===== src/rtl/pc_fetch_sequencer.sv =====
// Program-counter owner and instruction fetch front end: issues one memory
// request at a time, holds the returned instruction and computes the next PC.
module pc_fetch_sequencer #(
  parameter int PC_WIDTH    = 64,
  parameter int INSTR_WIDTH = 32
) (
  input  logic                   CLK,
  input  logic                   Reset,
  input  logic [PC_WIDTH-1:0]    StartPC,
  output logic                   IMemReq,
  output logic [PC_WIDTH-1:0]    IMemAddr,
  input  logic                   IMemReady,
  input  logic                   IMemValid,
  input  logic [INSTR_WIDTH-1:0] IMemData,
  output logic                   InstrValid,
  output logic [INSTR_WIDTH-1:0] InstrOut,
  output logic [PC_WIDTH-1:0]    CurrentPC,
  input  logic                   InstrAccept,
  input  logic                   Branch,
  input  logic                   ALUZero,
  input  logic                   Uncondbranch,
  input  logic [PC_WIDTH-1:0]    SignExtImm64,
  input  logic                   Flush,
  input  logic [PC_WIDTH-1:0]    FlushPC
);

  typedef enum logic [1:0] {
    S_FETCH = 2'd0,
    S_WAIT  = 2'd1,
    S_HOLD  = 2'd2
  } state_t;

  state_t                 r_state, w_stateNext;
  logic [PC_WIDTH-1:0]    r_pc, w_pcNext;
  logic [INSTR_WIDTH-1:0] r_instr, w_instrNext;
  logic                   r_valid, w_validNext;
  logic                   r_discard, w_discardNext;

  logic [PC_WIDTH-1:0]    w_branchOffset;
  logic [PC_WIDTH-1:0]    w_pcSeq;
  logic [PC_WIDTH-1:0]    w_pcBranch;
  logic                   w_taken;
  logic                   w_unusedImmTop;

  // Word offset becomes a byte offset; the two bits shifted out are lost.
  assign w_branchOffset = {SignExtImm64[PC_WIDTH-3:0], 2'b00};
  assign w_unusedImmTop = ^SignExtImm64[PC_WIDTH-1:PC_WIDTH-2];
  assign w_pcSeq        = r_pc + PC_WIDTH'(4);
  assign w_pcBranch     = r_pc + w_branchOffset;
  assign w_taken        = (Branch & ALUZero) | Uncondbranch;

  assign IMemReq    = (r_state == S_FETCH) & ~Reset;
  assign IMemAddr   = r_pc;
  assign CurrentPC  = r_pc;
  assign InstrValid = r_valid;
  assign InstrOut   = r_instr;

  always_ff @(posedge CLK) begin
    if (Reset) begin
      r_state   <= S_FETCH;
      r_pc      <= StartPC;
      r_instr   <= '0;
      r_valid   <= 1'b0;
      r_discard <= 1'b0;
    end else begin
      r_state   <= w_stateNext;
      r_pc      <= w_pcNext;
      r_instr   <= w_instrNext;
      r_valid   <= w_validNext;
      r_discard <= w_discardNext;
    end
  end

  // Flush outranks every other event; an accepted-but-flushed request is
  // tracked by Discard so its response is swallowed rather than held.
  always_comb begin
    w_stateNext   = r_state;
    w_pcNext      = r_pc;
    w_instrNext   = r_instr;
    w_validNext   = r_valid;
    w_discardNext = r_discard;

    unique case (r_state)
      S_FETCH: begin
        if (Flush) begin
          w_pcNext = FlushPC;
          if (IMemReady) begin
            w_stateNext   = S_WAIT;
            w_discardNext = 1'b1;
          end
        end else if (IMemReady) begin
          w_stateNext = S_WAIT;
        end
      end
      S_WAIT: begin
        if (Flush) begin
          w_pcNext = FlushPC;
          if (IMemValid) begin
            w_stateNext   = S_FETCH;
            w_discardNext = 1'b0;
          end else begin
            w_discardNext = 1'b1;
          end
        end else if (IMemValid) begin
          if (r_discard) begin
            w_stateNext   = S_FETCH;
            w_discardNext = 1'b0;
          end else begin
            w_instrNext = IMemData;
            w_validNext = 1'b1;
            w_stateNext = S_HOLD;
          end
        end
      end
      S_HOLD: begin
        if (Flush) begin
          w_pcNext    = FlushPC;
          w_validNext = 1'b0;
          w_stateNext = S_FETCH;
        end else if (InstrAccept) begin
          w_pcNext    = w_taken ? w_pcBranch : w_pcSeq;
          w_validNext = 1'b0;
          w_stateNext = S_FETCH;
        end
      end
      default: begin
        w_stateNext   = S_FETCH;
        w_validNext   = 1'b0;
        w_discardNext = 1'b0;
      end
    endcase
  end

endmodule


===== config.mk =====
export PLATFORM = sky130hd
export DESIGN_NAME = pc_fetch_sequencer
export DESIGN_NICKNAME = d
export VERILOG_FILES = /design/src/rtl/pc_fetch_sequencer.sv
export SDC_FILE = /design/constraint.sdc
export NUM_CORES = 1
export LEC_CHECK = 0
export BUFFER_PORTS_ARGS = -buffer_cell sky130_fd_sc_hd__buf_2
export CAP_MARGIN = 20
export CORE_MARGIN = 5
export CORE_UTILIZATION = 35
export DETAILED_ROUTE_END_ITERATION = 12
export SLEW_MARGIN = 0
export SYNTH_ARGS = -nofsm -noshare
export SYNTH_HDL_FRONTEND = slang
export SYNTH_SLANG_ARGS = --single-unit

===== constraint.sdc =====
create_clock -name CLK -period 5.1 [get_ports CLK]
set_input_delay 0.51 -clock CLK [delete_from_list [all_inputs] [get_ports CLK]]
set_output_delay 0.51 -clock CLK [all_outputs]
set_load 0.02 [all_outputs]

==> results.txt <==
status -> finished clean
Pre-Repair DR Iteration Count -> 5
type of the worst setup path -> input pin to flop
Yosys warning total -> 0
CP max stage delay -> 0.60 ns
DR vias/cell -> 5.29
Final Util -> 43.5%
final hold vios -> 0
routed len/inst -> 18.1 um
hold-fix buffers at CTS -> 0
remaining global-route overflow -> 0
vias in the first global route -> 9090
Die Wd -> 172 um
Worst Clk Skew -> 0.0181 ns
Cell Chain, Critical Path -> buf_2 > a21oi_4 > or2_2 > ha_1 > fa_1 > a211oi_1 > o21ai_0 > o21ai_1 > o22ai_1 > or4_1 > a21oi_2 > a21oi_1 > xnor2_1 > o221ai_1
CP required -> 5.19 ns
Initial Utilization -> 35.4%
Yosys cell types -> 76
die footprint -> 29500 um^2
most frequent cells in the layout -> 391 x buf_2, 188 x nand2_1, 147 x a21oi_1
area of the multi-input gates -> 5730 um^2
leakage power -> 5.11 nW
f_max -> 246 MHz
Area contributors post-synth -> edfxtp_1 21%, ha_1 8.3%, a21oi_1 8.1%, dfxtp_1 7.9%, nand2_1 7.7%
Min-Delay Path Class -> input pin to flop
CP max-delay cell -> or4_1
Post-Route WL -> 32400 um
Num CTS Buffers -> 9
root buffer selected by CTS -> clkbuf_16
number of clock sinks -> 100
largest net degree at the start of global routing -> 63
sequential area share after synthesis -> 28.8%
arrival time at the worst endpoint -> 4.15 ns
via count -> 9464
final net count -> 1742
H-tree levels -> 3
Post-Synthesis Cells -> 1162
Synth top area share -> 21.0%
Post-synth EDFFs -> 64
final worst path period need -> 4.06 ns
Post-synth ARST share -> 0%
P&R area growth vs syn -> 22.8%
Clock transition at path regs -> 0.09 ns
share of cells above drive strength 1 -> 31.7%
Max Slew Vio Count -> 0
GRT Util Overall -> 20.7%
VDD IR max -> 0.135 mV
IO Port Bufs -> 392
CTS max path bufs -> 2
Resize count post-CTS -> 0
total chip power -> 0.00287 W
area leader, netlist -> edfxtp_1
# rows -> 59
first-pass GRT wire length -> 48800 um
DR iter-0 viols -> 517
Syn Nets -> 1457
Post-CTS Setup Bufs -> 0
unrepaired setup endpoints after global routing -> false
critical path fanouts, max -> 8
mean area per synthesized cell -> 7.89 um^2
Synth Register Bits -> 100
headroom to the max-slew limit -> 41.6%
final non-filler cell total -> 1788
Cells after DPL -> 1771
DRC violation count after routing -> 0
main flop type after synthesis -> edfxtp_1
fin crit share -> 79.5%
post-synthesis cell area -> 9170 um^2
startpoint types -> input pin
IO Pins -> 395
setup violators final -> 0
Worst setup EP type -> flop
Clk Latency, worst-skew pair -> 0.37 ns
P per Cell Area -> 255 nW/um^2
area of the core -> 25900 um^2
commonest non-fill, non-tap cell in the layout -> buf_2
RePlAce Congestion -> 0.871
initial antenna violation count -> 3
Final ANT Viol Nets -> 0
fill count -> 2714
Sequential Area -> 2640 um^2
Die Y-Extent -> 172 um
CTS tree -> built
Worst-Margin Slew -> 0.876 ns
Max-cap violations -> 0
post-DP HPWL -> 25800 um
setup TNS -> 0 ns
[cells by family after synthesis]
logic type | after synthesis | synth area share (%)
adder cells (fa/ha/maj) | 62 | 8.54
AO/OA/AOI/OAI | 365 | 24.8
multiplexers | 18 | 2.05
XOR/XNOR | 51 | 4.87
buffers and inverters | 151 | 9.02
flip-flops | 100 | 28.8
AND/OR/NAND/NOR | 415 | 21.9
[cell type report]
type	instances	area share (%)
Clock buffer	9	2.00
Inverter	20	0.667
Tap cell	335	3.72
Timing Repair Buffer	405	18.5
Sequential cell	100	23.5
Multi-Input combinational cell	911	50.9
Antenna cell	1	0.0222
Clock inverter	7	0.744
[power breakdown]
group / internal (W) / total (W) / leakage (nW) / switching [W]
Combinational: 0.000447 / 0.00115 / 4.00 / 0.000703
Sequential: 0.000929 / 0.000982 / 0.955 / 0.0000533
Clock: 0.000351 / 0.000739 / 0.149 / 0.000388
[cell usage after synthesis, drive strengths merged (5+ instances only)]
cell and instances:
a211oi 6, a21boi 8, a21o 31, a21oi 149
a31oi 9, and2 5, and3 6, buf 78
clkbuf 53, dfxtp 36, edfxtp 64, ha 61
inv 20, mux2 6, mux2i 12, nand2 190
nand3 18, nand4 18, nor2 57, nor2b 64
nor3 17, nor3b 10, o211ai 11, o21a 8
o21ai 86, o21bai 13, o221ai 11, or2 6
or4 7, xnor2 31, xor2 20
[worst paths after layout]
check / start / slack, ns / cells after the start / endpoint
setup / recovery: Uncondbranch / 1.04 / 14 / CurrentPC[52]
hold / removal: IMemData[11] / 0.37 / 3 / InstrOut[11]
setup reg to reg: CurrentPC[2] / 1.18 / 11 / CurrentPC[52]
hold reg to reg: InstrOut[15] / 0.46 / 2 / InstrOut[15]
[flip-flops by register name, summed over array words and instances (netlist names)]
signal,flops
InstrValid,1
InstrOut,32
r_discard,1
r_state,2
CurrentPC,64
[stage by stage]
stage	hold slack [ns]	cell area (um^2)	setup slack, ns
CTS	0.362	11300	0.984
global route	0.359	11300	0.759
global placement	0.439	10900	0.692
finish	0.367	11300	1.04
detailed placement	0.446	11000	0.609
floorplan	0.488	9170	1.20
[worst max-delay path, delay by kind of cell]
kind / cells / cell delay (ns)
simple gates: 2 / 0.88
compound gates: 8 / 1.75
xor+xnor: 1 / 0.20
fa+ha+maj: 2 / 0.68
buf+inv: 1 / 0.13
[layer usage]
metal  GRT usage (%)  vias up  part of all wire [%]
li1                -     4675                     -
met1            27.6     4395                    43
met4            4.51        4                   1.6
met2            34.4      344                    47
met5               0        -                 0.077
met3            4.92       46                   8.2
Power figures use the tool's default switching activity.
